`config.mk`:
```
export PLATFORM = sky130hd
export DESIGN_NAME = mouse_packet_tx
export DESIGN_NICKNAME = d
export VERILOG_FILES = /design/src/rtl/mouse_packet_tx.sv
export SDC_FILE = /design/constraint.sdc
export NUM_CORES = 1
export LEC_CHECK = 0
export ABC_AREA = 1
export CORE_MARGIN = 3
export CORE_UTILIZATION = 52
export CTS_CLUSTER_SIZE = 12
export DETAILED_ROUTE_END_ITERATION = 8
export PLACE_DENSITY_LB_ADDON = 0.3
export SYNTH_ARGS = -nofsm -noshare
export SYNTH_HDL_FRONTEND = slang
export SYNTH_SLANG_ARGS = --single-unit
```
`constraint.sdc`:
```
create_clock -name ck -period 2.78 [get_ports ck]
set_input_delay 0.556 -clock ck [delete_from_list [all_inputs] [get_ports ck]]
set_output_delay 0.556 -clock ck [all_outputs]
set_load 0.02 [all_outputs]
```
`src/rtl/mouse_packet_tx.sv`:
```
// Device-side mouse link transmitter: serialises a 3-byte packet as three
// 11-bit frames (start, D0..D7, odd parity, stop) on dev_clk/dev_data.
module mouse_packet_tx #(
    parameter int unsigned HALF_PERIOD = 1667,
    parameter int unsigned DATA_HOLD   = 27,
    parameter int unsigned GAP_CYCLES  = 3334
) (
    input  logic        ck,
    input  logic        reset,
    input  logic        pkt_valid,
    input  logic [23:0] pkt_data,
    output logic        pkt_ready,
    input  logic        inhibit,
    output logic        dev_clk,
    output logic        dev_data,
    output logic        busy,
    output logic        done,
    output logic        aborted
);

    localparam int unsigned MAXP = (GAP_CYCLES > HALF_PERIOD) ? GAP_CYCLES : HALF_PERIOD;
    localparam int unsigned CW   = $clog2(MAXP);
    localparam int unsigned FW   = 10;

    typedef enum logic [1:0] {IDLE, HIGH, LOW, GAP} state_t;

    state_t          state, state_n;
    logic [CW-1:0]   cnt, cnt_n;
    logic [3:0]      bit_idx, bit_idx_n;
    logic [1:0]      byte_idx, byte_idx_n;
    logic [FW-1:0]   sr, sr_n;
    logic [23:0]     pkt_q, pkt_q_n;
    logic            dev_clk_n, dev_data_n, pkt_ready_n, busy_n, done_n, aborted_n;

    // Bits following the start bit, in transmit order from bit 0: D0..D7, parity, stop.
    function automatic logic [FW-1:0] frame(input logic [7:0] b);
        return {1'b1, ~^b, b};
    endfunction

    // Next-state and next-output logic
    always_comb begin
        state_n     = state;
        cnt_n       = cnt;
        bit_idx_n   = bit_idx;
        byte_idx_n  = byte_idx;
        sr_n        = sr;
        pkt_q_n     = pkt_q;
        dev_clk_n   = dev_clk;
        dev_data_n  = dev_data;
        busy_n      = busy;
        pkt_ready_n = 1'b0;
        done_n      = 1'b0;
        aborted_n   = 1'b0;

        case (state)
            IDLE: begin
                dev_clk_n   = 1'b1;
                dev_data_n  = 1'b1;
                busy_n      = 1'b0;
                pkt_ready_n = ~inhibit;
                if (pkt_valid && pkt_ready && !inhibit) begin
                    pkt_q_n     = pkt_data;
                    byte_idx_n  = 2'd0;
                    bit_idx_n   = 4'd0;
                    sr_n        = frame(pkt_data[23:16]);
                    dev_data_n  = 1'b0;
                    busy_n      = 1'b1;
                    pkt_ready_n = 1'b0;
                    cnt_n       = CW'(HALF_PERIOD - 1);
                    state_n     = HIGH;
                end
            end
            HIGH: begin
                if (cnt == '0) begin
                    dev_clk_n = 1'b0;
                    cnt_n     = CW'(HALF_PERIOD - 1);
                    state_n   = LOW;
                end else begin
                    cnt_n = cnt - CW'(1);
                end
            end
            LOW: begin
                // Data advances DATA_HOLD cycles after the falling edge; 1s fill behind the stop bit.
                if (cnt == CW'(HALF_PERIOD - DATA_HOLD)) begin
                    dev_data_n = sr[0];
                    sr_n       = {1'b1, sr[FW-1:1]};
                end
                if (cnt == '0) begin
                    cnt_n = CW'(HALF_PERIOD - 1);
                    if (bit_idx != 4'd10) begin
                        bit_idx_n = bit_idx + 4'd1;
                        dev_clk_n = 1'b1;
                        state_n   = HIGH;
                    end else if (byte_idx != 2'd2) begin
                        dev_clk_n  = 1'b1;
                        dev_data_n = 1'b1;
                        cnt_n      = CW'(GAP_CYCLES - 1);
                        state_n    = GAP;
                    end else begin
                        dev_clk_n   = 1'b1;
                        dev_data_n  = 1'b1;
                        done_n      = 1'b1;
                        busy_n      = 1'b0;
                        pkt_ready_n = ~inhibit;
                        state_n     = IDLE;
                    end
                end else begin
                    cnt_n = cnt - CW'(1);
                end
            end
            GAP: begin
                dev_clk_n  = 1'b1;
                dev_data_n = 1'b1;
                if (cnt == '0) begin
                    byte_idx_n = byte_idx + 2'd1;
                    bit_idx_n  = 4'd0;
                    sr_n       = frame(pkt_q[15:8]);
                    pkt_q_n    = {pkt_q[15:0], 8'h00};
                    dev_data_n = 1'b0;
                    cnt_n      = CW'(HALF_PERIOD - 1);
                    state_n    = HIGH;
                end else begin
                    cnt_n = cnt - CW'(1);
                end
            end
            default: state_n = IDLE;
        endcase

        // Host inhibit discards the packet in progress
        if (state != IDLE && inhibit) begin
            state_n     = IDLE;
            cnt_n       = '0;
            dev_clk_n   = 1'b1;
            dev_data_n  = 1'b1;
            busy_n      = 1'b0;
            pkt_ready_n = 1'b0;
            done_n      = 1'b0;
            aborted_n   = 1'b1;
        end
    end

    always_ff @(posedge ck or negedge reset) begin
        if (!reset) begin
            state     <= IDLE;
            cnt       <= '0;
            bit_idx   <= '0;
            byte_idx  <= '0;
            sr        <= '0;
            pkt_q     <= '0;
            dev_clk   <= 1'b1;
            dev_data  <= 1'b1;
            pkt_ready <= 1'b0;
            busy      <= 1'b0;
            done      <= 1'b0;
            aborted   <= 1'b0;
        end else begin
            state     <= state_n;
            cnt       <= cnt_n;
            bit_idx   <= bit_idx_n;
            byte_idx  <= byte_idx_n;
            sr        <= sr_n;
            pkt_q     <= pkt_q_n;
            dev_clk   <= dev_clk_n;
            dev_data  <= dev_data_n;
            pkt_ready <= pkt_ready_n;
            busy      <= busy_n;
            done      <= done_n;
            aborted   <= aborted_n;
        end
    end

endmodule

```
==> results of run 1 <==
==> per-layer routing <==
layer | global-route usage, % | up-vias | share of wire (%)
li1 | - | 1534 | -
met1 | 27.53 | 1426 | 45
met2 | 37.22 | 74 | 50
met3 | 3.495 | 11 | 4.0
met4 | 6.763 | 0 | 1.2
met5 | 0 | - | 0
==> worst max-delay path: cells and delay by family, from the launching register on <==
family	cells	cell delay (ns)
buffers and inverters	4	0.70
AO/OA/AOI/OAI	1	0.06
adder cells (fa/ha/maj)	1	0.33
flip-flops	1	0.44
AND/OR/NAND/NOR	3	0.55
==> layout by cell type (no fill, tap or decap), types with 2 or more instances in the layout <==
cell type / instances
clkdlybuf4s50_1: 32
nand3_1: 20
clkbuf_8: 5
nand2_4: 2
nand2_1: 160
o211ai_1: 2
inv_1: 58
dfrtp_1: 50
o31ai_1: 2
buf_4: 8
o22ai_1: 3
ha_1: 9
xor2_1: 5
a221oi_1: 6
o21ai_0: 29
clkinv_2: 2
o21ai_2: 5
nor2_1: 39
a21oi_1: 13
dfstp_2: 2
o21ai_1: 7
nor2_2: 3
xnor2_1: 3
nor3_1: 6
nand4_1: 10
==> through the flow <==
| stage | util (%) | instance area, um2 | hold WS [ns] | instances |
|---|---|---|---|---|
| after floorplan | - | 3247 | 0.2604 | 458 |
| after global routing | 62.89 | 3767 | 0.1499 | 570 |
| final | 62.89 | 3767 | 0.1348 | 570 |
| after detailed placement | 61.09 | 3660 | 0.4590 | 562 |
| after global placement | 61.09 | 3660 | 0.4549 | 562 |
| after CTS | 62.89 | 3767 | 0.1425 | 570 |
==> Yosys cell counts, drive strengths merged <==
master,n,area share [%]
a21oi,13,2.0
a221oi,6,1.6
a31oi,1,0.19
buf,7,1.5
clkbuf,5,0.58
clkinv,1,0.15
dfrtp,50,39
dfstp,2,1.6
ha,9,3.5
inv,59,6.8
nand2,163,19
nand3,21,3.4
nand3b,1,0.23
nand4,10,1.9
nor2,43,5.4
nor3,7,1.2
o211ai,3,0.85
o21a,1,0.23
o21ai,42,7.4
o22ai,3,0.58
o31ai,2,0.46
o41ai,1,0.27
xnor2,3,0.81
xor2,5,1.3
==> how the worst max path moves through the flow <==
stage,cells past startpoint,from,end,slack (ns)
final,9,state[0],pkt_q[14],0.58
after global routing,8,state[0],pkt_q[1],0.28
after CTS,9,state[0],pkt_q[14],0.61
after detailed placement,7,inhibit,pkt_q[15],0.47
after global placement,8,inhibit,pkt_q[15],0.50
after floorplan,10,state[0],cnt[2],1.03
==> final cells by class <==
class                           count  area (um2)  area share, %
Inverter                           60       226.5          6.011
Multi-Input combinational cell    334        1650          43.81
Tap cell                           75       93.84          2.491
Timing Repair Buffer               41       385.4          10.23
Clock inverter                      2       35.03         0.9299
Sequential cell                    52        1304          34.61
Clock buffer                        6       72.57          1.926
==> registers in the layout (all words and copies together), names as in the netlist <==
name and cells:
dev_data 1, busy 1, state 2, pkt_q 16, bit_idx 4, byte_idx 2
pkt_ready 1, dev_clk 1, done 1, sr 10, cnt 12, aborted 1
==> report_power, final <==
| part | switching, uW | internal, uW | leakage (uW) |
|---|---|---|---|
| Sequential | 228 | 1080 | 0.000657 |
| Combinational | 1520 | 828 | 0.00120 |
| Clock | 254 | 268 | 0.0000552 |
| Total | 2000 | 2170 | 0.00192 |
==> logic make-up after synthesis <==
| logic type | after synthesis | synth area share, % |
|---|---|---|
| xor gates and xnor gates | 8 | 2.158 |
| AOI/OAI and AO/OA | 72 | 13.60 |
| adders and majority gates | 9 | 3.468 |
| buffers and inverters | 72 | 9.017 |
| and+or+nand+nor | 245 | 31.60 |
| DFF | 52 | 40.15 |
==> impl_metrics.toml, run 1 <==
[power_and_ir_drop]
totalPowerFinal_uw = 4178
power_density_mw_per_mm2 = 1109
p_leak_uw = 0.001915
peakVddDrop_uv = 532.5

[yosys]
synthCells = 458
synth-seq-cells = 52
synth_cell_type_count = 36
avgSynthCellArea_um2 = 7.089
syn_area_mm2 = 0.003247
seq_area_frac_synth_pct = 40.15
yosys_warnings = 0
syn_nets = 495

[floorplan]
core_area_mm2 = 0.005991
die_h_um = 85.02
floorplan.initialDensity_pct = 54.20
pin_count = 34
die-area_mm2 = 0.007228
row_count = 28
die_w_um = 85.02

[detailed_routing]
remaining_drc_errors = 0
vias_per_cell = 5.342
ant_nets = 0
wirelength_um = 7346
wire_per_inst_um = 12.89
detail_route.iter0.violations = 177
vias = 3045
firstDrtPassIters = 5

[placement]
portBuffers = 33
globalplace.congestion = 0.8962
dp_slack_ns = 0.4707
hpwlAfterDp_um = 5527

[cts]
cts_resized = 0
htreeDepth = 2
cts_buffers = 5
clkTransAtPathRegs_ns = 0.10
post-cts-setup-buffers = 0
ctsHoldBuffers = 0
cts.sinks = 52
clock_path_buffers = 2
cts_root_buf = "clkbuf_8"
cts_tree = "built"
insertion_delay_ns = 0.31

[sta]
finalCriticalPeriod_ns = 2.198
fin_crit_sh_pct = 79.06
slew-limit-headroom_pct = 60.06
fin_tns_setup_ns = 0
rsz0062_at_grt = "no"
hold_viol = 0
fmax_mhz = 455.0
finalClockSkew_ns = 0.01004
maxSlewViolCount = 0
worst_pin_slew_ns = 0.5991
setup-violations-final = 0
fin_ws_ns = 0.5822

[finish]
syn_to_final_growth_pct = 16.03
drive_gt1_share_pct = 7.273
nets = 531
nFillCells = 538
antenna_cells = 0

[critical_path]
end_kind = "register"
critPathMostFrequentCell = "inv_1"
worstSetupPathType = "register to register"
cp.arrival_ns = 2.39
start_kind = "register"
reg2regPathDepth = 9
critical-path-max-stage-delay_ns = 0.44
worstPathCellList = "inv_1, ha_1, inv_1, nor2_1, inv_1, nand2_4, clkinv_2, nand2_1, o21ai_2"
reg2reg_from = "state[0]"
required_ns = 2.98
r2r_end = "pkt_q[14]"
reg2reg_slack_ns = 0.58
cp_max_fo = 23
slowest_stage = "dfrtp_1"

[grt]
gr-usage-all-layers_pct = 21.52
grt_max_degree = 26
antenna_found_initial = 0
grt_overflow = 0
grt_pass1_vias = 2891
grt_pass1_wl_um = 12690

[run]
drv_cap = 0

[status]
status = "complete, no violations"

[hold_path]
min_path_type = "input pin to async pin"
Power figures use the tool's default switching activity.
==> run 2, diff against run 1 <==
==> constraint.sdc (replaced) <==
create_clock -name ck -period 1.75 [get_ports ck]
set_input_delay 0.35 -clock ck [delete_from_list [all_inputs] [get_ports ck]]
set_output_delay 0.35 -clock ck [all_outputs]
set_load 0.02 [all_outputs]
==> impl_metrics.toml, run 2 (synthesis gave the netlist of run 1 again) <==
[finish]
final_cell_mix = "nand2_1 (155), inv_1 (52), dfrtp_1 (47)"
mostFrequentLayoutCell = "nand2_1"
largest_reg_flops = 16
nets = 562
syn_to_final_growth_pct = 26.67
drive_gt1_share_pct = 18.63
design_area_mm2 = 0.004113
regMostFlops = "pkt_q"
antenna_cells = 0
final_cells = 601
reg.largest.list = "pkt_q: 16 flops, cnt: 12 flops, sr: 10 flops"

[sta]
fmax_mhz = 594.5
rsz0062_at_grt = "yes"
hold_viol = 8
fin_hold_ws_ns = -0.006387
worst_pin_slew_ns = 0.3377
maxSlewViolCount = 0
setup-violations-final = 0
slew-limit-headroom_pct = 77.48
finalClockSkew_ns = 0.01476
finalCriticalPeriod_ns = 1.682
fin_crit_sh_pct = 96.12

[cts]
cts_buffers = 5
insertion_delay_ns = 0.32
cts_root_buf = "clkbuf_8"
clkTransAtPathRegs_ns = 0.11
htreeDepth = 2
ctsHoldBuffers = 0
cts.sinks = 52
clock_path_buffers = 2
cts_tree = "built"

[floorplan]
floorplan.initialDensity_pct = 54.20
row_count = 28
pin_count = 34
die_h_um = 85.02
die-area_mm2 = 0.007228
core_area_mm2 = 0.005991
die_w_um = 85.02

[critical_path]
reg2reg_from = "state[0]"
required_ns = 1.97
slowest_stage = "dfrtp_1"
crit_start = "state[0]"
crit_family = "simple AND/OR/NAND/NOR gates"
r2r_end = "cnt[1]"
worstSetupPathType = "register to register"
cp.arrival_ns = 1.90
critPathMostFrequentCell = "nand2_1"
critical-path-max-stage-delay_ns = 0.39
end_kind = "register"
worstPathCellList = "buf_4, ha_2, nor2_2, inv_1, nor2_2, inv_2, nand2_1, inv_1, nand2_1, nand2_1, nand2_1, nand2_1"
cp_max_fo = 5
path_buf_inv = 4
reg2reg_slack_ns = 0.07
reg2regPathDepth = 12
start_kind = "register"

[placement]
portBuffers = 33
hpwlAfterDp_um = 5806
placed_area_mm2 = 0.003882
place_inst = 590
globalplace.congestion = 0.8764

[power_and_ir_drop]
swShare_pct = 48.24
totalPowerFinal_uw = 7375
share_comb_of_total_power_pct = 61.7
p_leak_uw = 0.002062
seqPwrFrac_pct = 28.3
power_density_mw_per_mm2 = 1793
clockPowerShare_pct = 10.0
net-switching-power_uw = 3558
peakVddDrop_uv = 990.1
p_int_uw = 3817

[detailed_routing]
wirelength_um = 7895
vias_per_cell = 5.246
remaining_drc_errors = 0
wire_per_inst_um = 13.14
ant_nets = 0
vias = 3153
detail_route.iter0.violations = 168
firstDrtPassIters = 4

[grt]
grt_pass1_vias = 3081
gr-usage-all-layers_pct = 22.57
grt_overflow = 0
grt_pass1_wl_um = 13450
antenna_found_initial = 0
grt_max_degree = 53

[status]
violations = "negative hold slack"
status = "finished with violations"

[hold_path]
min_path_type = "input pin to async pin"

[run]
drv_cap = 0
-- run 2: final cells by class --
type / count / area (um2)
fill: 501 / 1878
multi-input combinational: 334 / 1752
sequential: 52 / 1308
timing repair buffer: 72 / 635.6
inverter: 60 / 230.2
tap: 75 / 93.84
clock buffer: 5 / 68.82
clock inverter: 3 / 25.02
-- run 2: per-layer routing --
layer | part of all wire, % | track usage (%)
met5 | 0 | 0
met4 | 1.3 | 6.619
met3 | 4.2 | 3.398
met2 | 51 | 41.03
met1 | 44 | 27.45
-- run 2: what timing repair did --
action / in CTS / in global routing
pin swaps: 3 / 11
setup endpoints to repair: 35 / 45
hold endpoints to repair: 0 / 0
gates resized for setup: 13 / 31
setup buffers: 1 / 2
-- run 2: worst register-to-register path, delay by kind of cell, from the launching register on --
kind	cells	cell delay [ns]
simple gates	7	0.60
flops	1	0.39
buf+inv	4	0.38
fa+ha+maj	1	0.23
-- run 2: power by group through the flow --
| stage | combinational (uW) | clock (uW) | sequential, uW |
|---|---|---|---|
| 2_1_floorplan | 2890 | 0 | 2040 |
| 3_3_place_gp | 4040 | 0 | 2060 |
| 3_5_place_dp | 4190 | 0 | 2080 |
| 4_1_cts | 4280 | 750 | 2060 |
| 5_1_grt | 5140 | 782 | 2140 |
| 6_report | 4550 | 735 | 2090 |
-- run 2: how the worst max path moves through the flow --
stage / end / cells after the start
2_1_floorplan: cnt[2] / 10
3_3_place_gp: pkt_q[12] / 9
3_5_place_dp: pkt_q[13] / 8
4_1_cts: sr[8] / 13
5_1_grt: cnt[1] / 12
6_report: cnt[1] / 12
-- run 2: per-stage QoR --
stage / TNS [ns] / setup WS (ns) / util (%)
after floorplan: 0 / 0.001333 / -
after global placement: -5.118 / -0.2210 / 64.81
after detailed placement: -6.650 / -0.3020 / 64.81
after CTS: 0 / 0.006453 / 66.98
after global routing: -0.06826 / -0.04235 / 68.65
final: 0 / 0.06789 / 68.65
==> RTL change 1: new RTL, flow settings as in run 2 <==
The 4 states of `state_t` get a one-hot encoding in 4 bits.
--- a/src/rtl/mouse_packet_tx.sv
+++ b/src/rtl/mouse_packet_tx.sv
@@ -22,7 +22,7 @@
     localparam int unsigned CW   = $clog2(MAXP);
     localparam int unsigned FW   = 10;
 
-    typedef enum logic [1:0] {IDLE, HIGH, LOW, GAP} state_t;
+    typedef enum logic [3:0] {IDLE = 4'b0001, HIGH = 4'b0010, LOW = 4'b0100, GAP = 4'b1000} state_t;
 
     state_t          state, state_n;
     logic [CW-1:0]   cnt, cnt_n;
Behaviour: same outputs for any inputs over 10 cycles, from zero or initial values and one cycle with reset low; not proved beyond that.
==> RTL change 1 against run 2 <==
- synthesized cell count grew 3.7%
- sequential cell count rose by 2
- final area up 3.1%
- sequential power increased by 2%
- wire length decreased by 1.9%
- synthesized area increased by 8.3%
- via count rose by 1.1%
- total power fell by 9.1%
- core utilization decreased by 3.0 points
- worst setup slack better by 0.012 ns
- largest power group unchanged
==> RTL change 1: results (changes against run 2) <==
* Worst-margin pin slew at 0.4846 ns (+0.1469 ns)
* TritonRoute pass-1 iters at 5 (+1)
* GRT Resource Usage Total at 0.2167 (-0.009002)
* Reg-to-Reg Start: cnt[5]
* Sequential area share after synthesis at 0.3853 (-0.01627)
* Gp weighted congestion at 0.8382 (-4.4%)
* Dpl cell area at 4049 µm² (+4.3%)
* Initial antenna violation count at 0 (unchanged)
* Clock slew at reported path FFs at 0.09 ns (-0.02 ns)
* Vias after detailed routing at 3189 (+1.1%)
* Synth Net Count at 507 (+2.4%)
* Synth top cells by count: nand2_1 (167), dfrtp_1 (51), inv_1 (44)
* Slowest stage delay, CP at 0.63 ns (+0.24 ns)
* Post-DP HPWL at 5745 µm (-1.1%)
* Critical path arrival at 1.32 ns (-0.58 ns)
* Hold Startpoint: busy
* Min-Delay Path Class: flop to flop
* Ant. Diodes at 0 (unchanged)
* Vias in the first global route at 3074 (-0.23%)
* Xor/xnor share of the synthesized area at 0.01992 (-0.001658)
* CTS resizes at 4 (-9)
* Peak VDD IR at 796.1 µV (-20%)
* Compound-Gate Fraction of Synth Area at 0.1188 (-0.01721)
* Leakage at 0.002164 µW (+4.9%)
* Top post-synthesis cells by area: dfrtp_1 (36%), nand2_1 (18%), inv_1 (4.7%), o21ai_2 (4.5%), nand3_1 (4.3%)
* Total placed cells including tap cells at 597 (+1.2%)
* Routed wire length at 7743 µm (-1.9%)
* Clock buffer count from CTS at 5 (unchanged)
* 1st-iter DRT viols at 180 (+7.1%)
* Via/cell ratio at 5.228 (-0.35%)
* YS warnings at 0 (unchanged)
* Post-place setup slack at -0.03778 ns (+0.2643 ns)
* Critical path fanouts, max at 3 (-2)
* Post-CTS Hold Buffers at 1 (+1)
* Synth Area in Adders at 0.01423 (-0.02045)
* Cell family with the largest share of critical-path delay: buffers and inverters
* Fin nets at 564 (+0.36%)
* Final Skew at 0.009179 ns (-0.005583 ns)
* Avg Cell Area, Syn at 7.404 µm² (+4.4%)
* Global-route wire length before repair at 13590 µm (+1.1%)
* Status: finished, final reports clean
* Later-pin clock latency in the skew report at 0.32 ns (about the same)
* Fraction of layout cells with a size suffix above 1 at 0.1895 (+0.003182)
* Worst Setup SP: pkt_ready
* Mux share of post-synthesis cell area at 0.02277 (+0.02277)
* Slowest cell on crit path: clkdlybuf4s50_1
* Postcts setup bufs at 0 (-1)
* Largest net degree at the start of global routing at 25 (-53%)
## RTL change 1: layout make-up
cell class / instances / area (µm²)
clock inverters: 2 / 12.51
multi-input cells: 358 / 1917
flip-flops and latches: 54 / 1355
well taps: 77 / 96.34
inverters: 53 / 211.5
fillers: 546 / 2218
clock buffers: 6 / 82.58
repair buffers: 60 / 565.5
## RTL change 1: metal layers
layer	up-vias	routed length, µm	track usage
li1	1622	-	-
met1	1491	3585	0.2898
met2	66	3741	0.3657
met3	10	319	0.03352
met4	0	95	0.06181
met5	-	0	0
## RTL change 1: power by group
part           internal (µW)  switching, µW  leakage, µW
Combinational           1570           2250      0.00143
Clock                    319            418    0.0000472
Sequential              1740            404     0.000683
Total                   3630           3080      0.00216
## RTL change 1: final timing paths
path	endpoint	slack, ns	cells past startpoint
setup / recovery	pkt_ready	0.08	1
hold / removal	busy	0.48	2
max in group asynchronous	sr[9]	0.60	3
hold reg to reg	busy	0.48	2
min in group asynchronous	cnt[6]	0.51	2
setup reg to reg	pkt_q[10]	0.10	9
==> RTL change 2: new RTL, config.mk and constraints of run 2 <==
Made on the original files. Set the parameter `GAP_CYCLES` to 13336 (it was 3334).
--- a/src/rtl/mouse_packet_tx.sv
+++ b/src/rtl/mouse_packet_tx.sv
@@ -3,7 +3,7 @@
 module mouse_packet_tx #(
     parameter int unsigned HALF_PERIOD = 1667,
     parameter int unsigned DATA_HOLD   = 27,
-    parameter int unsigned GAP_CYCLES  = 3334
+    parameter int unsigned GAP_CYCLES  = 13336
 ) (
     input  logic        ck,
     input  logic        reset,
Check against the original RTL: no difference found for any inputs over 10 cycles, from zero or initial values and one cycle with reset low; that may be too few to reach the edited logic, so the function may still have changed.
==> RTL change 2 against run 2 <==
- total power rose by 2.2%
- synthesized area rose by 7.2%
- via count increased by 2.0%
- sequential cell count rose by 2
- worst setup slack got worse by 0.028 ns
- count of clock-buffer cells in the layout is the same
- non-clock buffer count grew 5
- die area is 6.7% higher
- global-route usage rose by 0.45 points
- wire length up 6.8%
- synthesized cell count increased by 0.44%
- final area up 6.9%
- critical path type unchanged
==> RTL change 2: results (changes against run 2) <==
* GRT Resource Usage Total at 0.2302 (+0.004505)
* Avg Cell Area, Syn at 7.570 µm² (+6.8%)
* Top Registers: pkt_q x16, cnt x14, sr x10
* Synth cell types at 38 (+5.6%)
* Headroom to the max-slew limit at 0.7164 (-0.05845)
* Fin worst setup slack at 0.04033 ns (-0.02756 ns)
* Compound-Gate Fraction of Synth Area at 0.1480 (+0.01201)
* Via/cell ratio at 5.253 (+0.13%)
* CTS Buffer Depth at 2 (unchanged)
* Post-DP HPWL at 6279 µm (+8.1%)
* Reg-to-Reg Start: cnt[5]
* YS warnings at 0 (unchanged)
* Fraction of layout cells with a size suffix above 1 at 0.2374 (+0.05107)
* 1st-iter DRT viols at 199 (+18%)
* Largest net degree at the start of global routing at 39 (-26%)
* Final Skew at 0.01044 ns (-0.004325 ns)
* CP endpoint: byte_idx[1]
* Vias after detailed routing at 3215 (+2.0%)
* Gp weighted congestion at 0.9136 (+4.2%)
* Ant. Diodes at 0 (unchanged)
* Synth top area share at 0.3737 (-0.01166)
* Xor/xnor share of the synthesized area at 0.04276 (+0.02118)
* Fin nets at 572 (+1.8%)
* CTS root buffer: clkbuf_8
* Slowest stage delay, CP at 0.42 ns (+0.03 ns)
* TritonRoute pass-1 iters at 5 (+1)
* Sequential area share after synthesis at 0.3888 (-0.01275)
* Worst Setup SP: cnt[5]
* Leakage at 0.002150 µW (+4.2%)
* Fill cells at 515 (+2.8%)
* P_sw at 3554 µW (-0.11%)
* Global-route wire length before repair at 14110 µm (+4.9%)
* Synth top cells by count: nand2_1 (163), dfrtp_1 (52), inv_1 (43)
* Synth Area in Adders at 0.03593 (+0.001250)
* Routed wire length at 8428 µm (+6.8%)
* Synth Net Count at 498 (+0.61%)
* Critical path arrival at 1.91 ns
* Status: finished, final reports clean
* Critical path fanouts, max at 10 (+5)
* Vias in the first global route at 3086 (+0.16%)
* Post-place setup slack at -0.2643 ns (+0.03774 ns)
* R2R depth at 10 (-2)
* Top post-synthesis cells by area: dfrtp_1 (37%), nand2_1 (18%), o21ai_2 (6.3%), inv_1 (4.6%), nor2_1 (3.9%)
* Min-Delay Path Class: flop to flop
* Peak VDD IR at 998.4 µV (+0.84%)
[RTL change 2: final cells by class]
class                      count  area [µm²]  area share
inverter                      47       183.9     0.04182
clock inverter                 3       21.27    0.004836
timing repair buffer          77       709.4      0.1613
multi-input combinational    349        1964      0.4467
sequential                    54        1354      0.3078
clock buffer                   5       68.82     0.01565
tap                           77       96.34     0.02191
[RTL change 2: cells by family after synthesis]
family | count (synthesis)
AND/OR/NAND/NOR | 246
AO/OA/AOI/OAI | 75
buffers and inverters | 58
flip-flops | 54
XOR/XNOR | 17
adder cells (fa/ha/maj) | 10
[RTL change 2: through the flow]
stage               utilization  power (µW)  TNS, ns  instance area [µm²]
finish                   0.6848        7540        0                 4398
global route             0.6848        8187  -0.5693                 4398
CTS                      0.6595        7184        0                 4235
detailed placement       0.6357        6299   -6.178                 4083
global placement         0.6357        6155   -4.143                 4083
floorplan                     -        5135        0                 3482
[RTL change 2: power groups by stage]
stage | Clock, µW | Sequential, µW | Combinational [µW]
after CTS | 729 | 2120 | 4340
after global routing | 785 | 2190 | 5210
final | 715 | 2130 | 4700
after global placement | 0 | 2130 | 4030
after detailed placement | 0 | 2140 | 4160
after floorplan | 0 | 2110 | 3030
[RTL change 2: per-layer routing]
layer / part of all wire / wire length (µm) / global-route usage / vias up
met5: 0 / 0 / 0 / -
met4: 0.0085 / 72 / 0.06137 / 0
met3: 0.043 / 359 / 0.03669 / 7
met2: 0.49 / 4160 / 0.3870 / 76
met1: 0.46 / 3836 / 0.3095 / 1508
li1: - / - / - / 1624
[RTL change 2: how the worst min path moves through the flow]
| stage | from | end | slack, ns |
|---|---|---|---|
| floorplan | reset | aborted | 0.05 |
| global placement | reset | cnt[8] | 0.31 |
| detailed placement | reset | cnt[8] | 0.31 |
| CTS | sr[9] | sr[9] | 0.48 |
| global route | sr[9] | sr[9] | 0.50 |
| finish | busy | busy | 0.48 |
[RTL change 2: critical path, delay by kind of cell (launching register included)]
kind | cells | cell delay [ns]
AOI/OAI and AO/OA | 2 | 0.13
and+or+nand+nor | 6 | 0.74
buffers and inverters | 2 | 0.29
DFF | 1 | 0.42
[RTL change 2: timing repair]
action,CTS,global route
endpoints found under the setup margin,11,42
cloned,1,0
setup buffers,3,9
gates resized for setup,4,32
pin swaps,1,6
hold endpoints to repair,16,0
hold buffers,1,0
